==> src/rtl/match_swap_ctrl.sv <==
// match_swap_ctrl: remaps initiator-port match bits through a table of swap entries.
// New entries are staged in a shadow table. A commit first drains the outstanding
// transactions, then copies the shadow table into the active table in one step.
module match_swap_ctrl #(
   parameter int unsigned N_INIT_PORT = 8,
   parameter int unsigned N_REGION    = 3,
   parameter int unsigned LOG_N_INIT  = 3,
   parameter int unsigned N_ENTRY     = 4,
   parameter int unsigned CNT_W       = 4
) (
   input  logic                                   clk,
   input  logic                                   rst,
   input  logic                                   cfg_valid,
   output logic                                   cfg_ready,
   input  logic [((N_ENTRY > 1) ? $clog2(N_ENTRY) : 1)-1:0] cfg_idx,
   input  logic                                   cfg_en,
   input  logic [LOG_N_INIT-1:0]                  cfg_source,
   input  logic [LOG_N_INIT-1:0]                  cfg_target,
   input  logic                                   commit_req,
   output logic                                   commit_done,
   output logic                                   hold_o,
   input  logic                                   txn_start,
   input  logic                                   txn_end,
   output logic                                   err_o,
   input  logic [N_REGION-1:0][N_INIT_PORT-1:0]   match_region_int_i,
   output logic [N_REGION-1:0][N_INIT_PORT-1:0]   match_region_int_o
);

   localparam logic [CNT_W-1:0] CntMax = {CNT_W{1'b1}};

   typedef struct packed {
      logic                  en;
      logic [LOG_N_INIT-1:0] source;
      logic [LOG_N_INIT-1:0] target;
   } entry_t;

   typedef enum logic [1:0] {StIdle, StDrain, StCommit} state_e;

   state_e                               state_q, state_d;
   entry_t                               shadow_q [N_ENTRY];
   entry_t                               active_q [N_ENTRY];
   logic [CNT_W-1:0]                     cnt_q, cnt_d;
   logic                                 err_q, err_d;
   logic [N_REGION-1:0][N_INIT_PORT-1:0] remap;
   logic [N_REGION-1:0][N_INIT_PORT-1:0] match_q;

   // State register
   always_ff @(posedge clk or posedge rst) begin
      if (rst) begin
         state_q <= StIdle;
      end else begin
         state_q <= state_d;
      end
   end

   // Next-state logic; commit_req is only looked at in IDLE
   always_comb begin
      state_d = state_q;
      unique case (state_q)
         StIdle:   if (commit_req) state_d = StDrain;
         StDrain:  if (cnt_q == '0 && !txn_start) state_d = StCommit;
         StCommit: state_d = StIdle;
         default:  state_d = StIdle;
      endcase
   end

   // FSM outputs
   always_comb begin
      cfg_ready   = (state_q == StIdle);
      hold_o      = (state_q != StIdle);
      commit_done = (state_q == StCommit);
   end

   // Outstanding-transaction counter; saturates at both ends and flags the attempt
   always_comb begin
      cnt_d = cnt_q;
      err_d = err_q;
      if (txn_start && !txn_end) begin
         if (cnt_q == CntMax) err_d = 1'b1;
         else                 cnt_d = cnt_q + 1'b1;
      end else if (txn_end && !txn_start) begin
         if (cnt_q == '0) err_d = 1'b1;
         else             cnt_d = cnt_q - 1'b1;
      end
   end

   // Counter and sticky error register
   always_ff @(posedge clk or posedge rst) begin
      if (rst) begin
         cnt_q <= '0;
         err_q <= 1'b0;
      end else begin
         cnt_q <= cnt_d;
         err_q <= err_d;
      end
   end

   assign err_o = err_q;

   // Shadow table writes (only accepted in IDLE, so shadow is frozen during a commit)
   always_ff @(posedge clk or posedge rst) begin
      if (rst) begin
         for (int k = 0; k < N_ENTRY; k++) shadow_q[k] <= '0;
      end else if (cfg_valid && cfg_ready && (32'(cfg_idx) < N_ENTRY)) begin
         shadow_q[cfg_idx] <= '{en: cfg_en, source: cfg_source, target: cfg_target};
      end
   end

   // Active table: whole-table copy on the COMMIT edge, cleared by reset
   always_ff @(posedge clk or posedge rst) begin
      if (rst) begin
         for (int k = 0; k < N_ENTRY; k++) active_q[k] <= '0;
      end else if (state_q == StCommit) begin
         for (int k = 0; k < N_ENTRY; k++) active_q[k] <= shadow_q[k];
      end
   end

   // Apply active entries in ascending order, each on the previous result
   always_comb begin
      remap = match_region_int_i;
      for (int k = 0; k < N_ENTRY; k++) begin
         if (active_q[k].en && (active_q[k].source != active_q[k].target) &&
             (32'(active_q[k].source) < N_INIT_PORT) &&
             (32'(active_q[k].target) < N_INIT_PORT)) begin
            for (int j = 0; j < N_REGION; j++) begin
               remap[j][active_q[k].target] = remap[j][active_q[k].target] |
                                              remap[j][active_q[k].source];
               remap[j][active_q[k].source] = 1'b0;
            end
         end
      end
   end

   // Registered remapped match vector
   always_ff @(posedge clk or posedge rst) begin
      if (rst) begin
         match_q <= '0;
      end else begin
         match_q <= remap;
      end
   end

   assign match_region_int_o = match_q;

endmodule

==> config.mk <==
export PLATFORM = sky130hd
export DESIGN_NAME = match_swap_ctrl
export DESIGN_NICKNAME = d
export VERILOG_FILES = /design/src/rtl/match_swap_ctrl.sv
export SDC_FILE = /design/constraint.sdc
export NUM_CORES = 1
export LEC_CHECK = 0
export CORE_ASPECT_RATIO = 0.5
export CORE_MARGIN = 2
export CORE_UTILIZATION = 50
export CTS_BUF_LIST = sky130_fd_sc_hd__clkbuf_16
export CTS_CLUSTER_DIAMETER = 40
export DETAILED_ROUTE_END_ITERATION = 7
export PLACE_DENSITY = 0.79
export SLEW_MARGIN = 20
export SYNTH_ARGS = -nofsm -noshare
export SYNTH_HDL_FRONTEND = slang
export SYNTH_SLANG_ARGS = --single-unit
export TNS_END_PERCENT = 10
==> constraint.sdc <==
create_clock -name clk -period 4.5 [get_ports clk]
set_input_delay 0.45 -clock clk [delete_from_list [all_inputs] [get_ports clk]]
set_output_delay 0.45 -clock clk [all_outputs]
set_load 0.05 [all_outputs]
# Yosys cells after proc, flatten, opt, wreduce, memory -nomap -nowiden
# Index checks and enable logic that the tools add are counted.
[totals] latchBits=0 in_bits=39 ram_bits=0 n_memories=0 register_bits=87 elab_cells=212 rom_bits=0 output_inout_bits=28
[op_classes] reduce_logical=27 shift=0 order_cmp=18 bitwise=29 mul=0 eq_ne=12 addsub=2 div_mod_pow=0 muxes=94
[ops] cell="bitwise AND 8 bit" n=12
[ops] cell="bitwise mux 8 bit" n=12
[ops] cell="2-to-1 mux 24 bit" n=4
[ops] cell="binary-select mux 1 bit (select 3 bit)" n=24
[ops] cell="2-to-1 mux 1 bit" n=36
[ops] cell="< comparator 3 x 4 -> 1 bit, second input constant" n=8
[ops] cell="NOT 8 bit" n=4
[ops] cell="bitwise mux 28 bit" n=1
[ops] cell="demux 1 bit (select 3 bit)" n=8
[ops] cell="greater-or-equal comparator 3 x 1 -> 1 bit, second input constant" n=8
[ops] cell="logical AND 1 bit" n=17
[ops] cell="2-to-1 mux 4 bit" n=4
[ops] cell="demux 7 bit (select 2 bit)" n=1
[ops] cell="inequality test 3 bit" n=4
[ops] cell="bitwise OR 1 bit" n=12
[ops] cell="2-to-1 mux 7 bit" n=1
[ops] cell="inequality test 2 bit, second input constant" n=3
[ops] cell="AND reduction 3 bit" n=2
[ops] cell="nonzero test 2 bit" n=3
[ops] cell="adder 4 x 1 -> 4 bit, second input constant" n=1
[ops] cell="equality test 4 bit, second input constant" n=1
[ops] cell="logical NOT 4 bit" n=1
[ops] cell="2-to-1 mux 2 bit" n=2
[ops] cell="inequality test 2 x 1 -> 1 bit, second input constant" n=2
[ops] cell="10 further kinds" n=11

# Logic depth before layout (Yosys ltp)
# Gate-level depths: netlist (run 1).
[logic_depth] ltp_word=25 depth_mapped=16 mapped_depth_nobuf=13

# Least setup slack after synthesis (run 1)
# No wires, ideal clock.
[synth_path] kind="register to register" start="register, netlist name active_q[21]" end="register match_q (netlist bit match_region_int_o[18])" path_buffers=2 arrival_ps=3619 setup_slack_ps=742 path_stages_with_launch=16 setup_time_ps=139 synth_period_minus_slack_ps=3758 required_ps=4361 cell_sequence="dfrtp_1 > buf_6 > and3b_4 > a22o_1 > a2111oi_4 > nand2_2 > o31ai_4 > o221a_2 > a31oi_4 > buf_6 > a211oi_4 > o31ai_4 > a31oi_4 > mux2i_1 > a211oi_4 > o211ai_1"
[synth_rtl] element="end signal, assigned" line_no="139" source="match_q <= remap;"
[synth_rtl] element="end, declared" line_no="45" source="logic [N_REGION-1:0][N_INIT_PORT-1:0] match_q;"

==> flow_metrics.py, run 1 <==
metrics = {
    "outcome": {
        "status": "complete, but fails checks",
        "failed_checks": "DRC",
    },
    "timing": {
        "setup_violations": 0,
        "final_clock_period_utilization_by_the_worst_path_pct": 97.3,
        "max_slew_margin_pct": 26.2,
        "skew_ns": 0.00882,
        "finalHoldViolations": 0,
        "hold-worst-slack_ns": 0.480,
        "tightest_slew_ns": 1.10,
        "drv_slew": 0,
        "max_clock_freq_mhz": 228,
        "layout_min_cycle_time_ns": 4.38,
        "setup_repair_after_global_routing_missed_its_margin": "true",
    },
    "yosys": {
        "synthCells": 915,
        "yosys.area_share.simple_pct": 25.3,
        "netlist.area_leader.share_pct": 28.9,
        "synth-async-reset-ratio_pct": 100,
        "synth_flop_cell": "sky130_fd_sc_hd__dfrtp_1",
        "synth_top_cell_by_area": "sky130_fd_sc_hd__dfrtp_1",
        "synth_mux_area_share_pct": 9.30,
        "synth_top_cells_by_area": "sky130_fd_sc_hd__dfrtp_1, sky130_fd_sc_hd__mux2_2, sky130_fd_sc_hd__nand2_1",
        "largest_family_of_logic_cells_by_synthesized_area": "compound AO/OA/AOI/OAI gates",
        "number_of_different_library_cells_in_the_post_synthesis_netlist": 90,
        "yosys_register_bits": 87,
        "synth-warning-count": 0,
        "post_synth_instance_area_sq_um": 7530,
        "synthesized_area_fraction_occupied_by_ao_oa_aoi_and_oai_cells_pct": 29.1,
        "avgSynthCellArea_sq_um": 8.23,
        "synth_xor_area_share_pct": 2.54,
        "synth_enable_flop_cells": 0,
        "synth_sequential_area_ratio_pct": 28.9,
        "yosys.area_share.adder_pct": 0.764,
        "synth_nets": 958,
    },
    "placed_design": {
        "hpwlAfterDp_mm": 23.6,
        "port_buffers": 66,
        "gpl.final_weighted_congestion": 1.03,
    },
    "routing": {
        "post_drt_via_cell_ratio": 6.70,
        "wl_per_cell_microns": 23.6,
        "drt.antenna.violating_nets": 0,
        "routed_wl_mm": 29.9,
        "drc": 3,
        "dr_total_vias": 8489,
        "drtPass1Iterations": 8,
        "drtIter0Drc": 938,
    },
    "finish": {
        "layout.nets": 1107,
        "antenna_cells": 0,
        "drive_gt1_share_pct": 24.2,
        "area.growth.synth_to_final_pct": 27.4,
        "multi_input_comb_area_sq_um": 5190,
        "final_cell_mix": "sky130_fd_sc_hd__buf_4, sky130_fd_sc_hd__nor2_1, sky130_fd_sc_hd__nand2_1",
        "layout_commonest_cell": "sky130_fd_sc_hd__buf_4",
        "register_area_sq_um": 2180,
        "num-fill-cells": 1257,
    },
    "worst_setup_path": {
        "crit_path_frequent_cell": "sky130_fd_sc_hd__buf_4",
        "classification_of_the_worst_setup_path": "reg2reg",
        "worst_path_buffer_plus_inverter_count": 4,
        "critPathSlowestCell": "sky130_fd_sc_hd__nor4_1",
        "largest_driver_fanout_on_the_critical_path": 10,
        "cp.required_ns": 4.76,
        "crit_arrival_ns": 4.63,
        "reg2reg_from": "active_q[21]$_DFFE_PP0P_",
        "worstPathCellList": "buf_12, nor3b_1, o21ai_0, nand4_1, nor2_4, a211oi_2, buf_4, a21oi_1, nor4_1, nor4_1, buf_4, a21oi_1, o22ai_1, o41ai_2, buf_4, a32oi_1, o22ai_1",
        "ff2ff_setup_slack_ns": 0.12,
        "crit_path_max_incr_delay_ns": 0.57,
        "worstSetupStartpoint": "active_q[21]$_DFFE_PP0P_",
        "timing.critical_path.depth": 17,
        "setup.worst_path.start_class": "flop",
        "crit_family": "compound AO/OA/AOI/OAI gates",
        "crit_path_end_kind": "flop",
        "reg2reg_depth": 17,
    },
    "grt": {
        "antenna_found_initial": 0,
        "grt-ovfl-total": 0,
        "via_count_of_the_first_global_routing_pass": 8034,
        "track_usage_pct": 37.0,
        "maximum_number_of_pins_on_one_net_before_global_route_repair": 48,
        "global_route_wire_length_before_repair_mm": 45.6,
    },
    "die": {
        "floorplan.die.height_microns": 90.8,
        "die_x_microns": 178,
        "io_pins": 67,
        "initial_utilization_pct": 51.6,
        "core_region_area_sq_um": 14600,
        "fp-row-count": 31,
        "die-area_sq_um": 16100,
    },
    "pwr": {
        "tot_pwr_uw": 5510,
        "vdd.ir_drop.worst_mv": 0.398,
        "power_density_nw_per_um2": 574,
        "power.static_leakage_uw": 0.00391,
    },
    "clock_tree": {
        "numClockSinks": 87,
        "cts.root.buffer_cell": "sky130_fd_sc_hd__clkbuf_16",
        "cts-buffers-inserted": 9,
        "worstSkewPairLatency_ns": 0.35,
        "tritoncts_clock_tree": "built",
        "hold_buffers": 0,
        "cts_buffer_depth": 2,
        "count_of_h_tree_levels_built_during_cts": 3,
        "clkSlewWorstSetupHoldPaths_ns": 0.06,
    },
    "flow_run": {
        "max_capacitance_violation_total": 0,
    },
    "min_path": {
        "hold_depth": 1,
        "holdCritPathClass": "reg2reg",
        "worst_hold_startpoint": "err_o$_DFFE_PP0P_",
    },
}
[cell type report]
cell class | count | area share (%)
Timing Repair Buffer | 189 | 16.8
Multi-Input combinational cell | 760 | 54.1
Sequential cell | 87 | 22.8
Tap cell | 198 | 2.58
Clock inverter | 7 | 0.678
Inverter | 17 | 0.678
Clock buffer | 9 | 2.35
[worst paths after layout]
check,to
worst max register to register,match_region_int_o[11]$_DFF_PP0_
worst min register to register,err_o$_DFFE_PP0P_
min in group asynchronous,cnt_q[1]$_DFFE_PP0P_
worst min-delay path,err_o$_DFFE_PP0P_
worst max-delay path,match_region_int_o[11]$_DFF_PP0_
max in group asynchronous,match_region_int_o[8]$_DFF_PP0_
[state kept, by name, indices dropped and copies added, names as in the netlist]
register and count:
active_q 28, cnt_q 4, err_o 1, match_region_int_o 24
shadow_q 28, state_q 2
[kinds of logic (layout without fill, tap and decap cells)]
group           Yosys count  after routing
simple gates            372            372
xor+xnor                 21             21
mux                      63             63
flops                    87             87
fa+ha+maj                 4              4
buf+inv                  68            222
compound gates          300            300
[layer usage]
metal | track usage (%) | wire (microns) | up-vias
met3 | 10.1 | 3130 | 80
met5 | 0 | 0 | -
met4 | 10.9 | 811 | 0
met2 | 55.4 | 12800 | 582
li1 | - | - | 3767
met1 | 51.8 | 13100 | 4060
[Yosys cell counts, drive strengths merged, types with 5 or more instances]
| master | n |
|---|---|
| nor2 | 101 |
| nand2 | 100 |
| dfrtp | 87 |
| o21ai | 74 |
| mux2 | 56 |
| a21oi | 46 |
| clkbuf | 34 |
| o22ai | 31 |
| a31oi | 23 |
| nand3 | 21 |
| nor3 | 20 |
| buf | 17 |
| inv | 17 |
| nand2b | 16 |
| nand3b | 15 |
| xor2 | 15 |
| a32oi | 13 |
| and2 | 12 |
| and3b | 12 |
| nand4 | 12 |
| a22oi | 11 |
| nor3b | 11 |
| o211ai | 11 |
| nor2b | 10 |
| and3 | 9 |
| nor4 | 9 |
| o2bb2ai | 9 |
| o31ai | 9 |
| a211oi | 7 |
| mux2i | 7 |
| or2 | 7 |
| a221oi | 6 |
| xnor2 | 6 |
| o221ai | 5 |
| o22a | 5 |
| o31a | 5 |
| or3 | 5 |
[repair_timing]
action / in CTS / in global routing
setup endpoints to repair: 8 / 24
resized for setup: 3 / 28
buffers inserted: 0 / 2
pin swaps: 0 / 4
[power by group]
part	internal (uW)	switching [uW]
clock network	425	311
registers	1060	380
logic	1390	1950
total	2870	2640
[through the flow]
stage                     worst slack (ns)  instance area [sq um]  utilization [%]  std cells  TNS, ns
final                                0.122                   9590             65.8       1267        0
after floorplan                      0.742                   7530                -        915        0
after CTS                           0.0737                   9440             64.7       1265        0
after global routing               -0.0140                   9590             65.8       1267  -0.0313
after global placement              -0.188                   9130             62.6       1249    -1.14
after detailed placement            -0.105                   9130             62.6       1249   -0.431
No activity file was read; power rests on OpenSTA's default activity.
==> inputs of run 2 (changes only) <==
--- a/config.mk
+++ b/config.mk
@@ -8,10 +8,10 @@
 export CORE_ASPECT_RATIO = 0.5
 export CORE_MARGIN = 2
 export CORE_UTILIZATION = 50
-export CTS_BUF_LIST = sky130_fd_sc_hd__clkbuf_16
 export CTS_CLUSTER_DIAMETER = 40
 export DETAILED_ROUTE_END_ITERATION = 7
 export PLACE_DENSITY = 0.79
+export SETUP_SLACK_MARGIN = 0.5
 export SLEW_MARGIN = 20
 export SYNTH_ARGS = -nofsm -noshare
 export SYNTH_HDL_FRONTEND = slang
==> flow_metrics.py, run 2 (synthesis results as in run 1) <==
metrics = {
    "timing": {
        "final_clock_period_utilization_by_the_worst_path_pct": 96.6,
        "max_slew_margin_pct": 29.2,
        "layout_min_cycle_time_ns": 4.35,
        "setup_repair_after_global_routing_missed_its_margin": "true",
        "drv_slew": 0,
        "setup_violations": 0,
        "hold-worst-slack_ns": 0.497,
        "max_clock_freq_mhz": 230,
        "tightest_slew_ns": 1.06,
        "finalHoldViolations": 0,
        "skew_ns": 0.0124,
    },
    "finish": {
        "layout_commonest_cell": "sky130_fd_sc_hd__buf_4",
        "antenna_cells": 0,
        "area.growth.synth_to_final_pct": 39.1,
        "final_cell_mix": "sky130_fd_sc_hd__buf_4, sky130_fd_sc_hd__nand2_1, sky130_fd_sc_hd__nor2_1",
        "final_area_sq_um": 10500,
        "register_area_sq_um": 2180,
        "layout.nets": 1151,
        "multi_input_comb_area_sq_um": 5640,
        "drive_gt1_share_pct": 32.1,
        "num-fill-cells": 1124,
    },
    "worst_setup_path": {
        "crit_path_max_incr_delay_ns": 0.55,
        "worst_path_buffer_plus_inverter_count": 7,
        "setup.worst_path.start_class": "flop",
        "crit_path_end_kind": "flop",
        "timing.critical_path.depth": 20,
        "ff2ff_setup_slack_ns": 0.15,
        "cp.required_ns": 4.73,
        "critPathSlowestCell": "sky130_fd_sc_hd__or4_1",
        "worst_r2r_endpoint": "match_region_int_o[18]$_DFF_PP0_",
        "crit_family": "compound AO/OA/AOI/OAI gates",
        "reg2reg_from": "active_q[22]$_DFFE_PP0P_",
        "reg2reg_depth": 20,
        "worstPathCellList": "buf_4, buf_6, mux2i_4, o21ai_0, a32oi_1, buf_4, buf_12, a31oi_2, buf_4, nand2_1, o21ai_0, or4_1, a21oi_4, o31ai_4, buf_4, a31oi_4, o221ai_2, a211oi_4, buf_6, o211ai_1",
        "classification_of_the_worst_setup_path": "reg2reg",
        "largest_driver_fanout_on_the_critical_path": 9,
        "crit_arrival_ns": 4.58,
        "crit_path_frequent_cell": "sky130_fd_sc_hd__buf_4",
    },
    "placed_design": {
        "gpl.final_weighted_congestion": 1.03,
        "port_buffers": 66,
        "hpwlAfterDp_mm": 23.6,
        "placed_cell_area_sq_um": 9130,
    },
    "grt": {
        "antenna_found_initial": 0,
        "via_count_of_the_first_global_routing_pass": 8471,
        "use_met2_pct": 58.1,
        "gr_layer_usage_met3_pct": 8.50,
        "track_usage_pct": 38.8,
        "global_route_wire_length_before_repair_mm": 47.9,
        "maximum_number_of_pins_on_one_net_before_global_route_repair": 48,
        "gr-max-usage-layer": "met2",
        "grt-ovfl-total": 0,
        "met1_resource_use_gr_pct": 53.8,
    },
    "outcome": {
        "status": "complete, no violations",
    },
    "routing": {
        "wl_per_cell_microns": 24.9,
        "routed_wl_mm": 32.7,
        "drt.antenna.violating_nets": 0,
        "drtPass1Iterations": 7,
        "post_drt_via_cell_ratio": 6.93,
        "dr_total_vias": 9079,
        "drc": 0,
        "drtIter0Drc": 1117,
    },
    "die": {
        "die_x_microns": 178,
        "io_pins": 67,
        "die-area_sq_um": 16100,
        "core_region_area_sq_um": 14600,
        "fp-row-count": 31,
        "floorplan.die.height_microns": 90.8,
        "initial_utilization_pct": 51.6,
    },
    "clock_tree": {
        "clkSlewWorstSetupHoldPaths_ns": 0.07,
        "worstSkewPairLatency_ns": 0.36,
        "tritoncts_clock_tree": "built",
        "numClockSinks": 87,
        "cts_buffer_depth": 2,
        "cts.root.buffer_cell": "sky130_fd_sc_hd__clkbuf_16",
        "hold_buffers": 0,
        "cts-buffers-inserted": 9,
        "count_of_h_tree_levels_built_during_cts": 3,
    },
    "min_path": {
        "worstHoldEndpoint": "err_o$_DFFE_PP0P_",
        "worst_hold_startpoint": "err_o$_DFFE_PP0P_",
        "hold_depth": 1,
        "holdCritPathClass": "reg2reg",
    },
    "pwr": {
        "power_density_nw_per_um2": 589,
        "power.static_leakage_uw": 0.00423,
        "vdd.ir_drop.worst_mv": 0.370,
    },
    "flow_run": {
        "max_capacitance_violation_total": 0,
    },
}
[run 2: how the worst max path moves through the flow]
stage,start,endpoint,slack (ns)
after floorplan,active_q[21]$_DFFE_PP0P_,match_region_int_o[18]$_DFF_PP0_,0.74
after global placement,active_q[22]$_DFFE_PP0P_,match_region_int_o[18]$_DFF_PP0_,-0.19
after detailed placement,active_q[23]$_DFFE_PP0P_,match_region_int_o[18]$_DFF_PP0_,-0.11
after CTS,active_q[22]$_DFFE_PP0P_,match_region_int_o[18]$_DFF_PP0_,0.48
after global routing,active_q[22]$_DFFE_PP0P_,match_region_int_o[19]$_DFF_PP0_,0.06
final,active_q[22]$_DFFE_PP0P_,match_region_int_o[18]$_DFF_PP0_,0.15
[run 2: per-layer routing]
metal | vias to the layer above | share of wire, % | wire length (microns)
met5 | - | 0 | 0
met4 | 0 | 4.8 | 1580
met3 | 176 | 11 | 3550
met2 | 742 | 43 | 14100
met1 | 4304 | 41 | 13400
li1 | 3857 | - | -
[run 2: power breakdown]
group	internal [uW]	leakage, uW	switching (uW)
clock	462	0.000145	317
combinational	1690	0.00299	2260
sequential	1060	0.00109	380
total	3210	0.00423	2960
[run 2: timing repair]
item | CTS | global route
buffers inserted | 30 | 15
endpoints found under the setup margin | 24 | 24
pin swaps | 29 | 29
gates cloned | 1 | 0
resized for setup | 83 | 41
[run 2: area by class of cell]
class	instances	area share (%)
clock buffers	12	2.45
clock inverters	4	0.514
inverters	17	0.621
multi-input cells	760	53.8
flip-flops and latches	87	20.9
well taps	198	2.37
repair buffers	233	19.4
[run 2: stage by stage]
step	TNS [ns]	worst slack (ns)	instances	util (%)	total power, uW
5_1_grt	0	0.0631	1311	71.8	6430
4_1_cts	0	0.477	1296	69.3	5740
2_1_floorplan	0	0.742	915	-	3380
3_3_place_gp	-1.14	-0.188	1249	62.6	4450
6_report	0	0.152	1311	71.8	6170
3_5_place_dp	-0.431	-0.105	1249	62.6	4550
==> inputs of run 3 (changes only) <==
--- a/config.mk
+++ b/config.mk
@@ -5,6 +5,7 @@
 export SDC_FILE = /design/constraint.sdc
 export NUM_CORES = 1
 export LEC_CHECK = 0
+export ABC_AREA = 1
 export CORE_ASPECT_RATIO = 0.5
 export CORE_MARGIN = 2
 export CORE_UTILIZATION = 50
@@ -12,7 +13,6 @@
 export DETAILED_ROUTE_END_ITERATION = 7
 export PLACE_DENSITY = 0.79
 export SETUP_SLACK_MARGIN = 0.5
-export SLEW_MARGIN = 20
 export SYNTH_ARGS = -nofsm -noshare
 export SYNTH_HDL_FRONTEND = slang
 export SYNTH_SLANG_ARGS = --single-unit
==> flow_metrics.py, run 3 <==
metrics = {
    "worst_setup_path": {
        "setup.worst_path.start_class": "flop",
        "ff2ff_setup_slack_ns": 0.71,
        "crit_path_end_kind": "flop",
        "critPathSlowestCell": "sky130_fd_sc_hd__dfrtp_2",
        "worst_r2r_endpoint": "match_region_int_o[9]$_DFF_PP0_",
        "crit_arrival_ns": 4.03,
        "cp.required_ns": 4.74,
        "classification_of_the_worst_setup_path": "reg2reg",
        "reg2reg_from": "active_q[21]$_DFFE_PP0P_",
        "crit_path_max_incr_delay_ns": 0.48,
        "crit_path_frequent_cell": "sky130_fd_sc_hd__nand2_1",
        "reg2reg_depth": 31,
        "largest_driver_fanout_on_the_critical_path": 8,
    },
    "pwr": {
        "power_density_nw_per_um2": 482,
        "tot_pwr_uw": 4730,
        "power.static_leakage_uw": 0.00508,
        "vdd.ir_drop.worst_mv": 0.305,
    },
    "timing": {
        "setup_repair_after_global_routing_missed_its_margin": "true",
        "max_clock_freq_mhz": 264,
        "final_clock_period_utilization_by_the_worst_path_pct": 84.2,
        "setup_violations": 0,
        "finalHoldViolations": 0,
        "final.setup.tns_ns": 0,
        "skew_ns": 0.0131,
        "drv_slew": 0,
        "tightest_slew_ns": 1.13,
        "layout_min_cycle_time_ns": 3.79,
        "max_slew_margin_pct": 24.0,
    },
    "placed_design": {
        "port_buffers": 66,
        "gpl.final_weighted_congestion": 1.02,
        "hpwlAfterDp_mm": 20.6,
        "placed_cell_area_sq_um": 8690,
    },
    "grt": {
        "antenna_found_initial": 0,
        "maximum_number_of_pins_on_one_net_before_global_route_repair": 58,
        "via_count_of_the_first_global_routing_pass": 7900,
        "global_route_wire_length_before_repair_mm": 41.6,
        "track_usage_pct": 31.8,
        "grt-ovfl-total": 0,
    },
    "yosys": {
        "synth-warning-count": 0,
        "number_of_different_library_cells_in_the_post_synthesis_netlist": 40,
        "synth_flop_cell": "sky130_fd_sc_hd__dfrtp_1",
        "yosys-top-cells-count": "sky130_fd_sc_hd__nand2_1, sky130_fd_sc_hd__inv_1, sky130_fd_sc_hd__nand3_1, sky130_fd_sc_hd__o21ai_0, sky130_fd_sc_hd__nor2_1",
        "synth_sequential_area_ratio_pct": 28.2,
        "synthCells": 1311,
        "synth-async-reset-ratio_pct": 100,
        "synth_nets": 1354,
        "synth_top_cell_by_area": "sky130_fd_sc_hd__dfrtp_1",
        "post-synth-top-count-cell": "sky130_fd_sc_hd__nand2_1",
        "avgSynthCellArea_sq_um": 5.89,
        "synth_top_cells_by_area": "sky130_fd_sc_hd__dfrtp_1, sky130_fd_sc_hd__nand2_1, sky130_fd_sc_hd__inv_1",
        "post_synth_instance_area_sq_um": 7720,
        "yosys_register_bits": 87,
        "synth_enable_flop_cells": 0,
        "netlist.area_leader.share_pct": 28.2,
    },
    "finish": {
        "layout.nets": 1469,
        "layout_commonest_cell": "sky130_fd_sc_hd__nand2_1",
        "drive_gt1_share_pct": 19.3,
        "area.growth.synth_to_final_pct": 27.0,
        "antenna_cells": 0,
        "final_area_sq_um": 9810,
        "final_cell_mix": "sky130_fd_sc_hd__nand2_1, sky130_fd_sc_hd__inv_1, sky130_fd_sc_hd__o21ai_0",
    },
    "routing": {
        "post_drt_via_cell_ratio": 5.47,
        "drtPass1Iterations": 5,
        "drc": 0,
        "routed_wl_mm": 26.8,
        "dr_total_vias": 8939,
        "wl_per_cell_microns": 16.4,
        "drt.antenna.violating_nets": 0,
        "drtIter0Drc": 665,
    },
    "clock_tree": {
        "cts_buffer_depth": 2,
        "cts-buffers-inserted": 9,
        "clkSlewWorstSetupHoldPaths_ns": 0.07,
        "tritoncts_clock_tree": "built",
        "numClockSinks": 87,
        "hold_buffers": 0,
        "count_of_h_tree_levels_built_during_cts": 3,
        "worstSkewPairLatency_ns": 0.36,
        "cts.root.buffer_cell": "sky130_fd_sc_hd__clkbuf_16",
    },
    "die": {
        "floorplan.die.height_microns": 91.9,
        "initial_utilization_pct": 50.6,
        "core_region_area_sq_um": 15300,
        "io_pins": 67,
        "fp-row-count": 32,
        "die-area_sq_um": 16500,
        "die_x_microns": 180,
    },
    "min_path": {
        "worstHoldEndpoint": "active_q[20]$_DFFE_PP0P_",
        "hold_depth": 2,
        "holdCritPathClass": "reg2reg",
        "worst_hold_startpoint": "shadow_q[20]$_DFFE_PP0P_",
    },
    "flow_run": {
        "max_capacitance_violation_total": 0,
    },
    "outcome": {
        "status": "complete, no violations",
    },
}
-- run 3: cell types whose count changed in the layout (fill, tap and decap cells not counted), sizes merged, moves of 16 or more --
cell / before / now
nand2: 100 / 528
inv: 16 / 167
buf: 167 / 65
nand3: 21 / 122
mux2: 56 / 2
o21ai: 74 / 127
a21oi: 46 / 14
nor3: 20 / 52
o22ai: 31 / 6
a31oi: 23 / 0
nor2: 101 / 119
nand2b: 16 / 0
-- run 3: timing repair --
item                                   in CTS  in global routing
endpoints found under the hold margin       0                  0
gates resized for setup                     7                135
setup buffers                               0                 40
pin swaps                                   0                 59
setup endpoints to repair                  16                 24
cloned                                      0                  1
-- run 3: report_power, final --
part	total, uW	internal, uW	leakage [uW]	switching, uW
registers	1250	1030	0.00109	213
logic	2640	923	0.00383	1720
clock network	842	495	0.000162	347
total	4730	2450	0.00508	2280
-- run 3: cell type report --
class	instances	area, sq um
Tap cell	204	255
Inverter	167	638
Timing Repair Buffer	133	1210
Clock buffer	9	225
Multi-Input combinational cell	1028	5180
Sequential cell	87	2180
Clock inverter	7	103
Fill cell	1457	5450
-- run 3: cell families after synthesis --
kind of cell | count (synthesis) | synth area share, %
AO/OA/AOI/OAI | 161 | 11.2
XOR/XNOR | 6 | 0.681
adder cells (fa/ha/maj) | 4 | 0.746
buffers and inverters | 197 | 10.3
flip-flops | 87 | 28.2
multiplexers | 2 | 0.292
AND/OR/NAND/NOR | 854 | 48.6
-- run 3: how the worst max path moves through the flow --
| stage | start | endpoint | cells past startpoint | slack [ns] |
|---|---|---|---|---|
| floorplan | active_q[24]$_DFFE_PP0P_ | match_region_int_o[0]$_DFF_PP0_ | 28 | 1.44 |
| global placement | match_region_int_i[2] | match_region_int_o[0]$_DFF_PP0_ | 27 | 0.22 |
| detailed placement | match_region_int_i[6] | match_region_int_o[0]$_DFF_PP0_ | 27 | 0.24 |
| CTS | active_q[21]$_DFFE_PP0P_ | match_region_int_o[0]$_DFF_PP0_ | 27 | 0.53 |
| global route | active_q[24]$_DFFE_PP0P_ | match_region_int_o[0]$_DFF_PP0_ | 27 | 0.43 |
| finish | active_q[21]$_DFFE_PP0P_ | match_region_int_o[9]$_DFF_PP0_ | 31 | 0.71 |
-- run 3: per-stage QoR --
stage | std cells | util (%) | setup slack [ns] | hold slack [ns]
after global routing | 1635 | 64.3 | 0.427 | 0.499
after CTS | 1594 | 59.2 | 0.533 | 0.479
final | 1635 | 64.3 | 0.712 | 0.476
after floorplan | 1311 | - | 1.44 | 0.441
after global placement | 1578 | 56.9 | 0.216 | 0.444
after detailed placement | 1578 | 56.9 | 0.243 | 0.468
-- run 3: metal layers --
metal | up-vias | share of wire (%) | track usage [%]
met2 | 352 | 45 | 50.9
met1 | 4140 | 46 | 45.0
met3 | 52 | 6.5 | 4.57
met4 | 0 | 2.6 | 9.49
met5 | - | 0 | 0
li1 | 4395 | - | -
-- run 3: worst max-delay path, delay by kind of cell, from the launching register on --
family	cells	cell delay (ns)
and+or+nand+nor	23	2.29
buffers and inverters	5	0.69
DFF	1	0.48
AOI/OAI and AO/OA	3	0.21
